**src/rtl/countdown_timer.sv**
```systemverilog
// countdown_timer: loadable down-counter with one-shot/periodic reload, pause, abort and near-expiry warning
// Ports:
//   clock_50   in  1      system clock
//   reset      in  1      synchronous, active-high
//   load_value in  WIDTH  count loaded on an accepted start
//   start      in  1      load and run (retriggers when already running)
//   periodic   in  1      sampled with start; auto-reload on expiry
//   pause      in  1      level; holds the count
//   abort      in  1      return to idle without an expiry pulse
//   ack        in  1      leaves DONE in one-shot mode
//   remaining  out WIDTH  current count
//   busy       out 1      running or held
//   done       out 1      one-shot expiry reached, awaiting ack
//   expired    out 1      one-cycle pulse when the count reaches zero
//   warn       out 1      busy with a nonzero count at or below WARN_CYCLES
module countdown_timer #(
  parameter int WIDTH       = 28,
  parameter int WARN_CYCLES = 100_000_000
) (
  input  logic             clock_50,
  input  logic             reset,
  input  logic [WIDTH-1:0] load_value,
  input  logic             start,
  input  logic             periodic,
  input  logic             pause,
  input  logic             abort,
  input  logic             ack,
  output logic [WIDTH-1:0] remaining,
  output logic             busy,
  output logic             done,
  output logic             expired,
  output logic             warn
);
  typedef enum logic [1:0] {IDLE, RUN, HOLD, DONE} state_t;
  state_t state, state_n;
  logic [WIDTH-1:0] reload, reload_n, remaining_n;
  logic per, per_n, expired_n;
  always_ff @(posedge clock_50) begin
    if (reset) begin
      state     <= IDLE;
      remaining <= '0;
      reload    <= '0;
      per       <= 1'b0;
      expired   <= 1'b0;
      busy      <= 1'b0;
      done      <= 1'b0;
    end else begin
      state     <= state_n;
      remaining <= remaining_n;
      reload    <= reload_n;
      per       <= per_n;
      expired   <= expired_n;
      busy      <= state_n == RUN || state_n == HOLD;
      done      <= state_n == DONE;
    end
  end
  // A periodic timer spends one cycle at zero before reloading, so pulses are load+1 cycles apart.
  always_comb begin
    state_n     = state;
    remaining_n = remaining;
    reload_n    = reload;
    per_n       = per;
    expired_n   = 1'b0;
    if (abort) begin
      state_n     = IDLE;
      remaining_n = '0;
    end else if (start) begin
      if (load_value != '0) begin
        remaining_n = load_value;
        reload_n    = load_value;
        per_n       = periodic;
        state_n     = pause ? HOLD : RUN;
      end
    end else if (state == RUN && !pause) begin
      if (remaining == WIDTH'(1)) begin
        remaining_n = '0;
        expired_n   = 1'b1;
        state_n     = per ? RUN : DONE;
      end else if (remaining == '0) begin
        remaining_n = per ? reload : '0;
        state_n     = per ? RUN : DONE;
      end else begin
        remaining_n = remaining - WIDTH'(1);
      end
    end else if (state == RUN) begin
      state_n = HOLD;
    end else if (state == HOLD && !pause) begin
      state_n = RUN;
    end else if (state == DONE && ack) begin
      state_n = IDLE;
    end
  end
  assign warn = busy && remaining != '0 && 64'(remaining) <= 64'(WARN_CYCLES);
endmodule

```
**config.mk**
```make
export PLATFORM = sky130hd
export DESIGN_NAME = countdown_timer
export DESIGN_NICKNAME = d
export VERILOG_FILES = /design/src/rtl/countdown_timer.sv
export SDC_FILE = /design/constraint.sdc
export NUM_CORES = 1
export LEC_CHECK = 0
export CORE_MARGIN = 2
export CORE_UTILIZATION = 53
export DETAILED_ROUTE_END_ITERATION = 6
export PLACE_DENSITY_LB_ADDON = 0.25
export SYNTH_ARGS = -nofsm -noshare
export SYNTH_HDL_FRONTEND = slang
export SYNTH_SLANG_ARGS = --single-unit
```
**constraint.sdc**
```tcl
create_clock -name clock_50 -period 2.65 [get_ports clock_50]
set_clock_uncertainty 0.1 [all_clocks]
set_input_delay 0.265 -clock clock_50 [delete_from_list [all_inputs] [get_ports clock_50]]
set_output_delay 0.265 -clock clock_50 [all_outputs]
set_load 0.005 [all_outputs]
```
# Word-level counts from Yosys, hierarchy flattened
# Cells that the tools add are included.
# op_classes
reduce_logical	15
eq_ne	8
n_addsub	1
n_mux	18
n_bitwise	2
magnitude_cmp	1
# ops
operator	n
two-way mux 28 bit	6
nonzero test 28 bit	2
equality test 28 x 1 -> 1 bit (second input constant)	1
<= comparator 28 x 27 -> 1 bit (second input constant)	1
zero test 28 bit	1
subtractor 28 x 1 -> 28 bit (second input constant)	1
two-way mux 2 bit	11
equality test 2 bit (second input constant)	4
logical AND 1 bit	5
equality test 2 x 1 -> 1 bit (second input constant)	2
OR reduction 4 bit	1
AND reduction 3 bit	1
!= test 2 x 1 -> 1 bit (second input constant)	1
inverter 1 bit	2
AND reduction 2 bit	1
nonzero test 2 bit	1
OR reduction 2 bit	1
zero test 1 bit	1
logical OR 1 bit	1
two-way mux 1 bit	1
# totals
regBits	62
out_inout_bits	32
word_cells	52
input_bits	35

# Longest topological paths before layout
# Gate-level depths: netlist (run 1).
# depth
ltp_word	10
depth_mapped	10
ltp_nobuf	8

# Worst setup path before layout (run 1)
# No wires, ideal clock.
# synth_path
kind	input port to flip-flop
from	in load_value[22]
to	reg busy
setup_time_ps	123
t_required_ps	2427
path_slack_ps	203
arrival_time_ps	2223
n_path_buf	0
path_stages	7
path_cell_list	or4_1 > or2_1 > or3_1 > mux2i_1 > a211oi_1 > ha_1 > nor2b_1
# synth_via
elab_chain_cells	6
elab_cells_between_ends	7
cone_classes	eq/ne (2); mux (3); reduce/logical (2)
# synth_lines
item	line_no	rtl
start: declaration	22	input logic [WIDTH-1:0] load_value,
nonzero test 28 bit *	68	if (load_value != '0) begin
two-way mux 2 bit *	68	
two-way mux 2 bit *	67	end else if (start) begin
two-way mux 2 bit *	64	if (abort) begin
named net state_n[0]	35	state_t state, state_n;
equality test 2 x 1 -> 1 bit or equality test 2 bit (tied branches)	53	busy <= state_n == RUN || state_n == HOLD;
logical OR 1 bit *	53	
end signal: assignment	45	busy <= 1'b0;
end signal: assignment	53	
end: declaration	29	output logic busy,
# The timed path passes the listed nets; every way through them passes the cells marked *.
# A chain may end at the register's enable or synchronous reset.

# Worst setup path after layout (run 1)
# layout_path
from	in load_value[18]
to	reg busy
# The elaborated chain is that of the path after synthesis.

==> results of run 1 <==
## worst reg2reg max path, delay by kind of cell, from the launching register on
kind | cells | cell delay, ns
AOI/OAI and AO/OA | 2 | 0.38
and+or+nand+nor | 4 | 1.39
buffers and inverters | 1 | 0.17
DFF | 1 | 0.40
## per-layer routing
metal | part of all wire (%) | GRT usage (%)
met5 | 0 | 0
met4 | 2.8 | 13.9
met3 | 8.8 | 6.34
met2 | 47 | 53.3
met1 | 41 | 42.3
## sequential cells by signal, indices dropped and copies added, names as in the netlist
name,count
state,2
done,1
per,1
reload,28
busy,1
expired,1
remaining,28
## stage by stage
stage	cells	util, %	area [sq um]	TNS, ns	setup slack (ns)
finish	689	77.2	5270	0	0.0338
global route	689	77.2	5270	-0.0422	-0.0422
CTS	689	76.7	5240	0	0.00676
detailed placement	673	72.8	4970	-8.14	-0.364
global placement	673	72.8	4970	-6.08	-0.315
floorplan	467	-	3780	0	0.203
## logic make-up after synthesis
kind of cell | count (synthesis)
flops | 62
simple gates | 200
mux | 34
compound gates | 114
fa+ha+maj | 4
buf+inv | 39
xor+xnor | 14
## cell usage after synthesis (all sizes together), types with 2 or more instances
cell type / instances / area (sq um)
buf: 12 / 103
o21ai: 26 / 130
a221oi: 13 / 120
ha: 4 / 50.1
nor2b: 4 / 25.0
nor3b: 3 / 22.5
nor4: 11 / 68.8
xnor2: 4 / 35.0
o211ai: 4 / 30.0
nor3: 22 / 131
dfxtp: 62 / 1240
clkbuf: 19 / 71.3
a31oi: 4 / 25.0
o31ai: 3 / 36.3
o221ai: 5 / 43.8
nand3: 11 / 55.1
o21a: 8 / 60.1
or2: 6 / 37.5
xor2: 10 / 87.6
a21oi: 25 / 129
or3: 3 / 18.8
and4: 3 / 28.8
inv: 8 / 30.0
a2111oi: 6 / 58.8
nor2: 61 / 229
o22ai: 4 / 25.0
nand4: 6 / 37.5
a211oi: 4 / 35.0
mux2i: 34 / 340
nand4b: 5 / 43.8
nand2: 47 / 176
or4: 7 / 56.3
a311oi: 3 / 26.3
nand2b: 3 / 18.8
and3: 2 / 12.5
## power groups by stage
stage,clock [W],sequential (W),combinational [W]
after floorplan,0,0.00104,0.000352
after global placement,0,0.00104,0.000628
after detailed placement,0,0.00104,0.000641
after CTS,0.00104,0.00102,0.000660
after global routing,0.00109,0.00103,0.000733
final,0.00105,0.00102,0.000684
## layout by cell type, fill, tap and decap left out, drive strengths merged, types with 13 or more instances in the layout
master          n
a21oi          25
a221oi         13
buf            76
clkdlybuf4s50  65
dfxtp          62
mux2i          34
nand2          47
nor2           61
nor3           22
o21ai          26
## worst paths after layout
kind | to | from | slack, ns | cells after the start
worst max-delay path | busy$_SDFF_PP0_ | load_value[18] | 0.03 | 9
worst min-delay path | remaining[13]$_SDFFE_PP0P_ | reload[13]$_SDFFE_PP0P_ | 0.38 | 2
worst max register to register | remaining[14]$_SDFFE_PP0P_ | remaining[19]$_SDFFE_PP0P_ | 0.11 | 7
worst min register to register | remaining[13]$_SDFFE_PP0P_ | reload[13]$_SDFFE_PP0P_ | 0.38 | 2
## area by class of cell
class,instances,area share (%)
Timing Repair Buffer,141,23.6
Sequential cell,62,23.5
Tap cell,96,2.28
Clock inverter,6,2.06
Multi-Input combinational cell,366,45.4
Inverter,8,0.569
Clock buffer,10,2.61
## repair_timing
item,CTS,global route
setup endpoints to repair,2,3
gates resized for setup,6,10
endpoints found under the hold margin,0,0
pin swaps,3,4
==> metrics.md, run 1 <==
| Metric | Value |
|---|---|
| Status | finished clean |
| Number of distinct standard cells referenced by the synthesized netlist | 65 |
| Dominant delay contributor by cell family on the critical path | simple AND/OR/NAND/NOR gates |
| Power spent charging and discharging nets | 0.000801 W |
| Total GRT Usage | 32.7% |
| Global route overflow | 0 |
| Hold Slack | 0.383 ns |
| Cell-internal power | 0.00195 W |
| Setup fix buffers added after clock tree synthesis | 0 |
| Power per cell area | 522 mW/mm^2 |
| Share of the cycle needed by the critical path after routing | 98.7% |
| Largest net degree at the start of global routing | 25 |
| Initial Utilization | 55.3% |
| Leakage power | 2.22 nW |
| Final HPWL from detailed placement | 8.76 mm |
| Post-Synthesis Cell Area | 0.00378 sq mm |
| Root buffer cell | clkbuf_8 |
| Post-CTS Hold Buffers | 0 |
| Worst endpoint data arrival time | 2.75 ns |
| Share of synthesized registers carrying an async set or reset | 0% |
| Number of primary I/O pins | 67 |
| Maximum fanout count along the critical path | 2 |
| I/O Buffers | 66 |
| Final hold viol count | 0 |
| Chain of cells forming the critical path | clkdlybuf4s50_1, or4_4, or2_1, or3_4, mux2i_2, a2bb2oi_2, inv_1, ha_1, nor2b_1 |
| Adder and majority cell fraction of the synthesized area | 1.32% |
| Count of nets after finishing | 627 |
| Proportion of total power due to net switching | 29.1% |
| Initial antenna violation count | 0 |
| Final wirelength | 12.8 mm |
| Most used DFF post-synth | dfxtp_1 |
| Transition time of the tightest slew-check pin | 0.673 ns |
| Floorplan core area | 0.00683 sq mm |
| Max-capacitance violation count | 0 |
| Main combinational cell family by area after synthesis | simple AND/OR/NAND/NOR gates |
| Launching element type of the critical path | input pin |
| Buffers plus inverters on the worst setup path | 2 |
| Fin. max-slew vios | 0 |
| Required time reported for the critical path endpoint | 2.78 ns |
| Maximum ir drop on the vdd rail | 0.000391 V |
| Total Power Consumption | 0.00275 W |
| Instance count of the mapped netlist | 467 |
| Via count of the first global-routing pass | 4154 |
| Maximum count of clock buffers along a single path | 2 |
| Layout cells sized above 1 | 20.2% |
| Post-synthesis compound-gate area fraction | 21.3% |
| Synth Area per Inst | 8.09 sq um |
| Delay of the slowest cell on the worst path | 0.56 ns |
| CTS tree | done |
| Share of total power in sequential cells | 37.1% |
| Flop and latch count out of synthesis | 62 |
| Worst Path Class, Setup | in -> reg |
| Multi-input gate area in the final layout | 0.00239 sq mm |
| Shortest period the worst path allows | 2.62 ns |
| Clock network fraction of total power | 38.0% |
| Crit path capture type | register |
| Register Area | 0.00124 sq mm |
| Clock-pin slew reported for the worst setup and hold paths after clock tree synthesis | 0.07 ns |
| First drt pass iteration count | 6 |
| Relative slew slack | 55.0% |
| Multiplexer area fraction after synthesis | 9.01% |
| H-Tree Level Count | 3 |
| Kind of path behind the tightest hold check | reg -> reg |
| Overall die height | 88.4 um |
| Warnings, synthesis | 0 |
| Remaining number of nets flagged by the antenna check after routing | 0 |
| Syn nets | 506 |
| CTS Buf Count | 9 |
| First DRT Iteration DRCs | 470 |
| Remaining routing DRC violations | 0 |
| Inserted Diodes | 0 |
| RePlAce Congestion | 0.984 |
| Total via count in the routed design | 4296 |
| Horizontal die dimension | 88.4 um |
| Part of the Yosys area used for sequential elements | 32.9% |
| Clk sink count | 62 |
| Synthesized-area fraction occupied by xor and xnor cells | 3.25% |
| Count of flip-flops with a built-in enable after synthesis | 0 |
| Combinational group share of total power | 24.8% |
| Area Overhead vs Synth | 39.6% |
| Clock network latency to the later pin of the worst-skew pair | 0.35 ns |
| Post-detailed-route via-to-cell ratio | 6.24 |
| Filler instances | 493 |
| Total die area | 0.00782 sq mm |
| Top achievable clock speed | 382 MHz |
| Synth Area in Simple Gates | 26.8% |
| Number of endpoints failing setup at the final stage | 0 |
| First-pass GRT wire length | 19.8 mm |
| Average wire per cell in the routed design | 18.5 um |
| Number of core rows | 30 |
| Library cell contributing the largest single delay on the critical path | or4_4 |
No activity file was read; power rests on OpenSTA's default activity.
==> inputs of run 2 (changes only) <==
==> constraint.sdc (replaced) <==
create_clock -name clock_50 -period 2.65 [get_ports clock_50]
set_clock_uncertainty 0.1 [all_clocks]
set_input_delay 0.53 -clock clock_50 [delete_from_list [all_inputs] [get_ports clock_50]]
set_output_delay 0.53 -clock clock_50 [all_outputs]
set_load 0.005 [all_outputs]
==> run 2 against run 1 <==
Against the previous run: the run now ends with setup timing left; sequential share of layout area shrank 0.48 points; count of clock-buffer cells in the layout is the same; fmax shrank 3.2%; setup slack lost 0.085 ns; routed wire length grew 6.4%.
==> metrics.md, run 2 (synthesis gave the netlist of run 1 again) <==
| Metric | Value |
|---|---|
| Status | finished, violations left (was finished clean) |
| Violated checks | setup timing |
| Crit path capture type | output pin (was register) |
| Proportion of total power due to net switching | 30.5% (was 29.1%) |
| Horizontal die dimension | 88.4 um (unchanged) |
| Top layer in use | met4 (unchanged) |
| Number of primary I/O pins | 67 (unchanged) |
| Sum of negative setup slack | -0.0513 ns (was 0 ns) |
| Maximum fanout count along the critical path | 7 (was 2) |
| Count of cells along the worst register-to-register path | 10 (was 7) |
| Depth of the worst hold-timing path | 2 (unchanged) |
| Inserted Diodes | 0 (unchanged) |
| Top achievable clock speed | 370 MHz (was 382 MHz) |
| Remaining routing DRC violations | 0 (unchanged) |
| Root buffer cell | clkbuf_8 (unchanged) |
| Highest-count cells in the layout ignoring fill and taps | 86 x buf_4, 60 x nor2_1, 60 x dfxtp_1 (was 73 x buf_4, 65 x clkdlybuf4s50_1, 62 x dfxtp_1) |
| Global route overflow | 0 (unchanged) |
| Clock-pin slew reported for the worst setup and hold paths after clock tree synthesis | 0.07 ns (about the same) |
| Launching element type of the critical path | register (was input pin) |
| Share of total power in sequential cells | 38.7% (was 37.1%) |
| Largest net degree at the start of global routing | 34 (was 25) |
| Combinational group share of total power | 27.0% (was 24.8%) |
| Area Overhead vs Synth | 42.8% (was 39.6%) |
| Number of cells in the design after placement | 684 (was 673) |
| Final HPWL from detailed placement | 9.25 mm (was 8.76 mm) |
| First DRT Iteration DRCs | 641 (was 470) |
| Shortest period the worst path allows | 2.70 ns (was 2.62 ns) |
| Post-detailed-route via-to-cell ratio | 6.42 (was 6.24) |
| Power spent charging and discharging nets | 0.000804 W (was 0.000801 W) |
| Hold Slack | 0.394 ns (was 0.383 ns) |
| Relative slew slack | 69.7% (was 55.0%) |
| R2R Setup Slk | 0.03 ns (was 0.11 ns) |
| Share of the cycle needed by the critical path after routing | 102% (was 98.7%) |
| Largest registers | reload (28), remaining (28), state (2) (unchanged) |
| Power per cell area | 489 mW/mm^2 (was 522 mW/mm^2) |
| Fin. max-slew vios | 0 (unchanged) |
| Number of endpoints failing setup at the final stage | 1 (was 0) |
| Remaining number of nets flagged by the antenna check after routing | 0 (unchanged) |
| RePlAce Congestion | 0.928 (was 0.984) |
| Via count of the first global-routing pass | 4371 (was 4154) |
| Final instance area | 0.00540 sq mm (was 0.00527 sq mm) |
| CTS tree | done (unchanged) |
| Total GRT Usage | 35.3% (was 32.7%) |
| Average wire per cell in the routed design | 19.3 um (was 18.5 um) |
| Total routed wire length on the met1 layer | 5.18 mm (was 5.29 mm) |
| Met3 Wirelength | 1.41 mm (was 1.13 mm) |
| Fin cells | 702 (was 689) |
| Total die area | 0.00782 sq mm (unchanged) |
| Delay of the slowest cell on the worst path | 0.33 ns (was 0.56 ns) |
| Initial Utilization | 55.3% (unchanged) |
| Clock network fraction of total power | 34.3% (was 38.0%) |
| Count of nets after finishing | 641 (was 627) |
| Transition time of the tightest slew-check pin | 0.443 ns (was 0.673 ns) |
| Chain of cells forming the critical path | buf_4, nor4_2, nand3_1, nor4_2, a31oi_2, nor2_1, buf_2 (was clkdlybuf4s50_1, or4_4, or2_1, or3_4, mux2i_2, a2bb2oi_2, inv_1, ha_1, nor2b_1) |
| Clock network latency to the later pin of the worst-skew pair | 0.35 ns (about the same) |
| First drt pass iteration count | 5 (was 6) |
| Kind of path behind the tightest hold check | reg -> reg (unchanged) |
| First-pass GRT wire length | 21.1 mm (was 19.8 mm) |
| Overall die height | 88.4 um (unchanged) |
| Clk sink count | 62 (unchanged) |
| Cell Area, Placed | 0.00506 sq mm (was 0.00497 sq mm) |
| Most common cell after layout, fill and taps aside | buf_4 (unchanged) |
| Worst Path Class, Setup | reg -> out (was in -> reg) |
| Initial antenna violation count | 0 (unchanged) |
| Total Power Consumption | 0.00264 W (was 0.00275 W) |
| Number of core rows | 30 (unchanged) |
| Cell-internal power | 0.00183 W (was 0.00195 W) |
| Maximum count of clock buffers along a single path | 2 (unchanged) |
| Library cell contributing the largest single delay on the critical path | dfxtp_1 (was or4_4) |
| Layout cells sized above 1 | 25.2% (was 20.2%) |
| Required time reported for the critical path endpoint | 2.02 ns (was 2.78 ns) |
| Total via count in the routed design | 4510 (was 4296) |
| Met2 wire len | 6.37 mm (was 5.97 mm) |
| Maximum ir drop on the vdd rail | 0.000379 V (was 0.000391 V) |
| Floorplan core area | 0.00683 sq mm (unchanged) |
| I/O Buffers | 66 (unchanged) |
| Setup repair after global routing missed its margin | yes |
| H-Tree Level Count | 3 (unchanged) |
| Leakage power | 2.38 nW (was 2.22 nW) |
| Worst endpoint data arrival time | 2.07 ns (was 2.75 ns) |
| Max-capacitance violation count | 0 (unchanged) |
| Final hold viol count | 0 (unchanged) |
| Post-CTS Hold Buffers | 0 (unchanged) |
| PnR worst setup slack | -0.0513 ns (was 0.0338 ns) |
| Worst path most repeated cell | nor4_2 |
| Final wirelength | 13.6 mm (was 12.8 mm) |
| CTS Buf Count | 9 (unchanged) |
==> run 2: metal layers <==
layer / up-vias / GRT usage, %
li1: 2008 / -
met1: 2086 / 43.6
met2: 342 / 58.4
met3: 74 / 6.16
met4: 0 / 19.7
met5: - / 0
==> run 2: critical path: cells and delay by family, from the launching register on <==
family | cells | cell delay, ns
simple gates | 4 | 0.94
flops | 1 | 0.33
buf+inv | 2 | 0.28
compound gates | 1 | 0.17
==> run 2: final timing paths <==
check,start,endpoint
max,remaining[9]$_SDFFE_PP0P_,warn
min,reload[16]$_SDFFE_PP0P_,remaining[16]$_SDFFE_PP0P_
max reg2reg,remaining[8]$_SDFFE_PP0P_,busy$_SDFF_PP0_
min reg2reg,reload[16]$_SDFFE_PP0P_,remaining[16]$_SDFFE_PP0P_
==> run 2: power by group through the flow <==
| stage | Clock, W | Combinational, W | Sequential, W |
|---|---|---|---|
| global route | 0.000943 | 0.000757 | 0.00102 |
| CTS | 0.000902 | 0.000687 | 0.00102 |
| finish | 0.000904 | 0.000713 | 0.00102 |
| global placement | 0 | 0.000649 | 0.00103 |
| detailed placement | 0 | 0.000669 | 0.00104 |
| floorplan | 0 | 0.000352 | 0.00104 |
==> run 2: layout make-up <==
type,instances,area [sq um]
well taps,96,120
clock inverters,5,75.1
fillers,463,1440
clock buffers,10,128
flip-flops and latches,62,1240
inverters,8,30.0
repair buffers,154,1320
multi-input cells,367,2480
==> run 2: timing repair <==
action	in CTS	in global routing
resized for setup	53	22
cloned	1	0
pin swaps	16	18
setup buffers	2	0
setup endpoints to repair	47	20
==> run 2: through the flow <==
step / setup slack, ns / utilization (%)
detailed placement: -0.662 / 74.1
CTS: -0.0509 / 78.3
global route: -0.129 / 79.0
finish: -0.0513 / 79.0
floorplan: -0.0104 / -
global placement: -0.527 / 74.1
